==> src/rtl/axi4_lite_pkg.sv <==
// Shared definitions for the AXI4-Lite read and write initiators:
// one-hot FSM encodings and AXI response codes.
package axi4_lite_pkg;

    localparam logic [3:0] IDLE      = 4'b0001;
    localparam logic [3:0] ADDR_DATA = 4'b0010;
    localparam logic [3:0] WT_RESP   = 4'b0100;
    localparam logic [3:0] ACK       = 4'b1000;

    localparam logic [1:0] RESP_OKAY   = 2'b00;
    localparam logic [1:0] RESP_EXOKAY = 2'b01;
    localparam logic [1:0] RESP_SLVERR = 2'b10;
    localparam logic [1:0] RESP_DECERR = 2'b11;

endpackage

==> src/rtl/axi4_lite_wr.sv <==
// AXI4-Lite single-beat write initiator: latches one user request, issues AW and W
// independently, waits for B and returns a one-cycle completion pulse with BRESP.
//
// state     | meaning
// ----------+-----------------------------------------------------------
// IDLE      | waiting for wr_valid; request fields latched on accept
// ADDR_DATA | AW and W offered until each has handshaked (any order)
// WT_RESP   | bready high, waiting for bvalid
// ACK       | wr_ready pulse with the latched BRESP, then back to IDLE
module axi4_lite_wr
    import axi4_lite_pkg::*;
#(
    parameter int ADDR_W = 32,
    parameter int DATA_W = 32,
    localparam int STRB_W = DATA_W / 8
) (
    input  logic              clk,
    input  logic              arst,
    input  logic [ADDR_W-1:0] wr_addr,
    input  logic [DATA_W-1:0] wr_data,
    input  logic [STRB_W-1:0] wr_strb,
    input  logic              wr_valid,
    output logic              wr_ready,
    output logic [1:0]        wr_resp,
    output logic              busy,
    output logic [ADDR_W-1:0] s_axi_awaddr,
    output logic              s_axi_awvalid,
    input  logic              s_axi_awready,
    output logic [DATA_W-1:0] s_axi_wdata,
    output logic [STRB_W-1:0] s_axi_wstrb,
    output logic              s_axi_wvalid,
    input  logic              s_axi_wready,
    input  logic [1:0]        s_axi_bresp,
    input  logic              s_axi_bvalid,
    output logic              s_axi_bready
);

    logic [3:0]        state;
    logic              aw_done;
    logic              w_done;
    logic [ADDR_W-1:0] addr_q;
    logic [DATA_W-1:0] data_q;
    logic [STRB_W-1:0] strb_q;
    logic [1:0]        resp_q;

    logic aw_hs;
    logic w_hs;
    logic aw_next;
    logic w_next;

    // Outputs decode only registered state and flags, so no ready ever reaches a valid.
    assign s_axi_awvalid = (state == ADDR_DATA) && !aw_done;
    assign s_axi_wvalid  = (state == ADDR_DATA) && !w_done;
    assign s_axi_bready  = (state == WT_RESP);
    assign wr_ready      = (state == ACK);
    assign busy          = (state != IDLE);

    assign s_axi_awaddr  = s_axi_awvalid ? addr_q : '0;
    assign s_axi_wdata   = s_axi_wvalid  ? data_q : '0;
    assign s_axi_wstrb   = s_axi_wvalid  ? strb_q : '0;
    assign wr_resp       = wr_ready      ? resp_q : 2'b00;

    assign aw_hs   = s_axi_awvalid && s_axi_awready;
    assign w_hs    = s_axi_wvalid  && s_axi_wready;
    assign aw_next = aw_done || aw_hs;
    assign w_next  = w_done  || w_hs;

    always_ff @(posedge clk or posedge arst) begin
        if (arst) begin
            state   <= IDLE;
            aw_done <= 1'b0;
            w_done  <= 1'b0;
            addr_q  <= '0;
            data_q  <= '0;
            strb_q  <= '0;
            resp_q  <= RESP_OKAY;
        end else begin
            case (state)
                IDLE: begin
                    if (wr_valid) begin
                        addr_q  <= wr_addr;
                        data_q  <= wr_data;
                        strb_q  <= wr_strb;
                        aw_done <= 1'b0;
                        w_done  <= 1'b0;
                        state   <= ADDR_DATA;
                    end
                end
                ADDR_DATA: begin
                    aw_done <= aw_next;
                    w_done  <= w_next;
                    if (aw_next && w_next) begin
                        state <= WT_RESP;
                    end
                end
                WT_RESP: begin
                    if (s_axi_bvalid) begin
                        resp_q <= s_axi_bresp;
                        state  <= ACK;
                    end
                end
                ACK: begin
                    state <= IDLE;
                end
                default: begin
                    state <= IDLE;
                end
            endcase
        end
    end

endmodule

==> config.mk <==
export PLATFORM = sky130hd
export DESIGN_NAME = axi4_lite_wr
export DESIGN_NICKNAME = d
export VERILOG_FILES = /design/src/rtl/axi4_lite_pkg.sv /design/src/rtl/axi4_lite_wr.sv
export SDC_FILE = /design/constraint.sdc
export NUM_CORES = 1
export LEC_CHECK = 0
export ABC_AREA = 1
export BUFFER_PORTS_ARGS = -buffer_cell sky130_fd_sc_hd__buf_4
export CAP_MARGIN = 20
export CORE_MARGIN = 2
export CORE_UTILIZATION = 45
export DETAILED_ROUTE_END_ITERATION = 7
export PLACE_DENSITY = 0.77
export SYNTH_ARGS = -nofsm -noshare
export SYNTH_HDL_FRONTEND = slang
export SYNTH_SLANG_ARGS = --single-unit
export TNS_END_PERCENT = 100
==> constraint.sdc <==
create_clock -name clk -period 2.7 [get_ports clk]
set_input_delay 0 -clock clk [delete_from_list [all_inputs] [get_ports clk]]
set_output_delay 0 -clock clk [all_outputs]
set_load 0.1 [all_outputs]
==> results.sh, run 1 <==
export IMPL_slew_violations=0
export IMPL_ff2ff_path_depth=8
export IMPL_cp_depth=6
export IMPL_clock_fmax_mhz=477.2
export IMPL_cts_resized=0
export IMPL_drive_above_1_share_pct=32.55
export IMPL_root_buffer="clkbuf_8"
export IMPL_crit_slowest_cell="inv_2"
export IMPL_cts_sinks=76
export IMPL_core_area_um2=7292
export IMPL_cap_violations=0
export IMPL_r2r_start="state[1]$_DFFE_PP0P_"
export IMPL_syn_num_nets=496
export IMPL_htreeDepth=3
export IMPL_ios=151
export IMPL_placed_cell_area_um2=4612
export IMPL_stdcell_area_um2=5590
export IMPL_port_buffers=150
export IMPL_rrSetupSlack_ns=0.91
export IMPL_clkPwrFrac_pct=15.7
export IMPL_clk_pin_slew_ns=0.08
export IMPL_synth_cells=420
export IMPL_yosys_warnings=0
export IMPL_stdcell_count=742
export IMPL_switching_share_pct=50.19
export IMPL_p_leak_nw=2.900
export IMPL_critPathBufInv=2
export IMPL_synth_ff_type="dfrtp_1"
export IMPL_die_x_um=90.82
export IMPL_finalCritPeriodShare_pct=77.62
export IMPL_synth_area_leader_cell="dfrtp_1"
export IMPL_ys_seq_area_share_pct=56.10
export IMPL_cp_max_fo=32
export IMPL_antenna_found_initial=1
export IMPL_rsz0062_at_grt="no"
export IMPL_synth_edf_count=0
export IMPL_initial_core_util_pct=46.52
export IMPL_rows=31
export IMPL_power_density_nw_per_um2=1071
export IMPL_seq_power_share_pct=30.3
export IMPL_layout_common_cells="buf_4, inv_1, nand2_1"
export IMPL_skew_ns=0.008084
export IMPL_synthDistinctLibCells=17
export IMPL_cpPeakStageDelay_ns=0.61
export IMPL_tritoncts="yes"
export IMPL_final_common_cell="buf_4"
export IMPL_yosys_area_top_type_share_pct=55.33
export IMPL_endpoint_kind="output port"
export IMPL_synth_area_per_cell_um2=8.076
export IMPL_cts_buffer_depth=2
export IMPL_ir_drop_mv=1.117
export IMPL_worst_setup_path_type="flop to output port"
export IMPL_chipHeight_um=90.82
export IMPL_grt_ovfl_total=0
export IMPL_pre_cts_ws_ns=0.9456
export IMPL_insertion_delay_ns=0.34
export IMPL_cts_buffers=9
export IMPL_die_area_um2=8248
export IMPL_drt_pre_antenna_iters=6
export IMPL_min_period_ns=2.096
export IMPL_nNetsFinal=714
export IMPL_drt_wl_total_um=9590
export IMPL_syn_area_um2=3392
export IMPL_syn2layout_area_growth_pct=64.81
export IMPL_worstMarginPinSlew_ns=0.8436
export IMPL_grt_pass1_vias=3311
export IMPL_max_slew_margin_rel_pct=43.68
export IMPL_gp_congestion=0.7849
export IMPL_power_switching_mw=3.005
export IMPL_grtUsageTotal_pct=24.04
export IMPL_power_frac_comb_pct=54.0
export IMPL_holdCritPathClass="input port to asynchronous set/reset pin"
export IMPL_drc_errors=0
export IMPL_multiInputGateArea_um2=1089
export IMPL_grt_max_degree=138
export IMPL_hold_violations=0
export IMPL_path_common_cell="nor2_2"
export IMPL_status="finished clean"
export IMPL_path_cells="nor2_2, nand2_1, nor2_2, inv_2, nor2_2, buf_4"
export IMPL_crit_required_ns=2.70
export IMPL_finalSetupViolations=0
export IMPL_cell_internal_pwr_mw=2.982
export IMPL_crit_family="buffers and inverters"
export IMPL_endpoint="s_axi_awaddr[0]"
export IMPL_drt_initial_drc_count=193
export IMPL_arrival_ns=2.10
export IMPL_vias=3349
export IMPL_dp_cells=650
export IMPL_yosys_top_cells_area="dfrtp_1, inv_1, o21ai_1, nand2_1, nor2_1"
export IMPL_fin_ws_ns=0.6043
export IMPL_crit_start="state[0]$_DFFE_PP1P_"
export IMPL_drtAntennaViolNets=0
export IMPL_regArea_um2=1903
export IMPL_r2r_end="resp_q[0]$_DFFE_PP0P_"
export IMPL_cp_start_kind="flop"
export IMPL_routed_via_density=4.513
export IMPL_holdBufCountCts=76
export IMPL_dp_hpwl_um=5552
export IMPL_synth_async_sr_flop_share_pct=100.0
export IMPL_routedWlPerCell_um=12.92
export IMPL_ys_ff_latch=76
export IMPL_n_fill_cell=509
export IMPL_cts_setup_buffers=0
export IMPL_whs_ns=0.3575
export IMPL_grt_pass1_wl_um=15780
## synth_stat cells, types with 2 or more instances
cell,n
nor2_1,72
buf_2,9
buf_4,8
o21ai_1,62
buf_6,4
nand4_1,2
dfrtp_1,75
nor2_2,3
o21ai_0,9
inv_2,3
nand2_1,80
nand3_1,3
nor2_4,2
inv_1,85
## tightest hold or removal path, cell delays in order
cell and delay, ns:
dlygate4sd3_1 0.54, buf_4 0.14, inv_2 0.54
## cell type report
cell class | count | share of cell area (%)
antenna | 1 | 0.04476
timing repair buffer | 228 | 34.47
multi-input combinational | 235 | 19.47
tap | 99 | 2.216
clock buffer | 11 | 2.529
inverter | 88 | 5.909
sequential | 76 | 34.04
clock inverter | 4 | 1.321
## power by group through the flow
stage / clock, mW / combinational [mW] / sequential [mW]
2_1_floorplan: 0 / 2.58 / 1.80
3_3_place_gp: 0 / 3.06 / 1.82
3_5_place_dp: 0 / 3.11 / 1.83
4_1_cts: 0.961 / 3.22 / 1.81
5_1_grt: 1.01 / 3.47 / 1.86
6_report: 0.939 / 3.24 / 1.81
## how the worst min path moves through the flow
stage	start	endpoint	slack (ns)	cells past startpoint
after floorplan	wr_addr[25]	addr_q[25]$_DFFE_PP0P_	0.12	2
after global placement	arst	addr_q[14]$_DFFE_PP0P_	0.19	2
after detailed placement	arst	addr_q[14]$_DFFE_PP0P_	0.20	2
after CTS	arst	addr_q[14]$_DFFE_PP0P_	0.38	3
after global routing	wr_data[3]	data_q[3]$_DFFE_PP0P_	0.40	4
final	arst	addr_q[14]$_DFFE_PP0P_	0.36	3
## routing by layer
layer	global-route usage (%)	vias up	share of wire, %
li1	-	1675	-
met1	27.63	1534	40
met2	43.03	117	52
met3	4.508	23	4.7
met4	11.49	0	3.3
met5	0	-	0
## logic make-up after synthesis
logic type,count (synthesis),synth area share [%]
DFF,76,56.10
AOI/OAI and AO/OA,72,10.70
buffers and inverters,109,14.16
and+or+nand+nor,163,19.03
## registers in the layout, indices dropped and copies added, names as in the netlist
signal   cells
addr_q      32
data_q      32
state        4
strb_q       4
resp_q       2
aw_done      1
w_done       1
## per-stage QoR
stage	util (%)	total power, mW	setup TNS (ns)
6_report	76.66	5.988	0
2_1_floorplan	-	4.382	-15.43
3_5_place_dp	63.25	4.946	0
5_1_grt	76.66	6.344	0
4_1_cts	76.63	5.991	0
3_3_place_gp	63.25	4.878	0
(Power assumes the default switching activity.)
==> inputs of run 2 (changes only) <==
Settings changed: CORE_UTILIZATION 45 to 43.
Clock period 2.7 ns to 1.75 ns, I/O delays scaled along.
==> run 2 against run 1 <==
  * The run now ends with negative setup slack left
  * Routed wire length grew 35%
  * Via count grew 10%
  * Hold slack lost 0.32 ns
==> results.sh, run 2 (same netlist as run 1, synthesis figures left out) <==
export IMPL_top_regs="addr_q x32, data_q x32"
export IMPL_dp_hpwl_um=6002
export IMPL_hold_depth=5
export IMPL_drt_wl_total_um=12980
export IMPL_chipHeight_um=92.82
export IMPL_insertion_delay_ns=0.34
export IMPL_drt_initial_drc_count=154
export IMPL_ir_drop_mv=1.054
export IMPL_finalCritPeriodShare_pct=101.6
export IMPL_multiInputGateArea_um2=1549
export IMPL_cts_sinks=76
export IMPL_power_density_nw_per_um2=1614
export IMPL_routedWlPerCell_um=17.08
export IMPL_tritoncts="yes"
export IMPL_rows=32
export IMPL_gp_congestion=0.7994
export IMPL_clock_fmax_mhz=562.4
export IMPL_drive_above_1_share_pct=40.79
export IMPL_cp_max_fo=5
export IMPL_routed_via_density=4.857
export IMPL_endpoint_kind="output port"
export IMPL_whs_ns=0.03417
export IMPL_worst_setup_path_type="flop to output port"
export IMPL_power_mw=11.18
export IMPL_die_x_um=92.82
export IMPL_root_buffer="clkbuf_8"
export IMPL_clk_pin_slew_ns=0.08
export IMPL_violations="negative setup slack"
export IMPL_drc_errors=0
export IMPL_antenna_found_initial=1
export IMPL_drt_pre_antenna_iters=4
export IMPL_nNetsFinal=728
export IMPL_min_period_ns=1.778
export IMPL_p_leak_nw=3.163
export IMPL_final_common_cell="buf_4"
export IMPL_htreeDepth=3
export IMPL_arrival_ns=1.78
export IMPL_n_fill_cell=322
export IMPL_fin_ws_ns=-0.02814
export IMPL_rsz0062_at_grt="yes"
export IMPL_grt_ovfl_total=0
export IMPL_cap_violations=0
export IMPL_initial_core_util_pct=44.12
export IMPL_layout_common_cells="buf_4, inv_1, nand2_1"
export IMPL_skew_ns=0.01454
export IMPL_syn2layout_area_growth_pct=104.2
export IMPL_crit_slowest_cell="dfrtp_1"
export IMPL_slew_violations=0
export IMPL_cpPeakStageDelay_ns=0.39
export IMPL_regArea_um2=1903
export IMPL_cp_start_kind="flop"
export IMPL_grt_pass1_wl_um=18960
export IMPL_ff2ff_path_depth=8
export IMPL_port_buffers=150
export IMPL_r2r_start="state[3]$_DFFE_PP0P_"
export IMPL_status="finished, violations left"
export IMPL_crit_required_ns=1.75
export IMPL_cts_buffers=9
export IMPL_path_cells="inv_2, nor2_4, nand2_4, nor2_4, buf_12, clkinv_16, nor2_4, buf_12"
export IMPL_drtAntennaViolNets=0
export IMPL_min_from="s_axi_awready"
export IMPL_crit_start="state[1]$_DFFE_PP0P_"
export IMPL_cts_buffer_depth=2
export IMPL_hold_violations=0
export IMPL_max_slew_margin_rel_pct=73.45
export IMPL_finalSetupViolations=4
export IMPL_ios=151
export IMPL_path_common_cell="nor2_4"
export IMPL_grt_pass1_vias=3973
export IMPL_holdCritPathClass="input port to flop"
export IMPL_core_area_um2=7687
export IMPL_grtUsageTotal_pct=28.56
export IMPL_die_area_um2=8615
export IMPL_worstMarginPinSlew_ns=0.3982
export IMPL_vias=3691
export IMPL_grt_max_degree=77
-- run 2: cell types whose count changed in the layout (fill, tap and decap cells not counted), sizes merged --
cell	change
buf	+13
clkinv	+2
clkinvlp	+1
dlygate4sd3	-3
inv	+2
-- run 2: through the flow --
stage | std cells | setup slack, ns | util (%) | area (µm²) | setup TNS, ns
floorplan | 420 | -0.3665 | - | 3990 | -19.64
global placement | 654 | 0.08882 | 66.24 | 5092 | 0
detailed placement | 654 | 0.02044 | 66.24 | 5092 | 0
CTS | 749 | 0.00004841 | 85.89 | 6603 | 0
global route | 760 | -0.1191 | 90.09 | 6925 | -2.468
finish | 760 | -0.02814 | 90.09 | 6925 | -0.04111
-- run 2: where the power goes --
group | switching [mW] | total (mW) | internal (mW)
clock network | 0.626 | 1.46 | 0.836
logic | 4.83 | 6.85 | 2.02
registers | 0.285 | 2.86 | 2.58
total | 5.74 | 11.2 | 5.44
-- run 2: cell type report --
type	count	share of cell area (%)
Antenna cell	1	0.03613
Clock buffer	11	2.042
Clock inverter	5	1.084
Inverter	88	5.384
Multi-Input combinational cell	235	22.37
Sequential cell	76	27.48
Tap cell	102	1.843
Timing Repair Buffer	238	38.92
Timing Repair inverter	4	0.8491
-- run 2: path summary, 6_finish.rpt --
| path | slack, ns | endpoint |
|---|---|---|
| max | -0.03 | s_axi_wdata[14] |
| min in group asynchronous | 0.35 | addr_q[9]$_DFFE_PP0P_ |
| max reg2reg | 0.06 | addr_q[6]$_DFFE_PP0P_ |
| max in group asynchronous | 1.06 | state[0]$_DFFE_PP1P_ |
| min | 0.03 | aw_done$_DFFE_PP0P_ |
| min reg2reg | 0.55 | data_q[27]$_DFFE_PP0P_ |
-- run 2: critical path: cells and delay by family, from the launching register on --
| family | cells | cell delay [ns] |
|---|---|---|
| simple gates | 4 | 0.53 |
| buf+inv | 4 | 0.52 |
| flops | 1 | 0.39 |
-- run 2: metal layers --
layer  global-route usage [%]  up-vias  routed length (µm)
li1                         -     1724                   -
met1                    29.78     1772                4457
met2                    54.05      142                7349
met3                    4.801       53                 481
met4                    15.32        0                 690
met5                        0        -                   0
-- run 2: timing repair --
item	4_1_cts	5_1_grt
endpoints found under the hold margin	148	0
setup endpoints to repair	68	68
gates resized for setup	129	53
buffers inserted	4	8
pin swaps	7	10
cloned	2	2
hold buffers	73	0
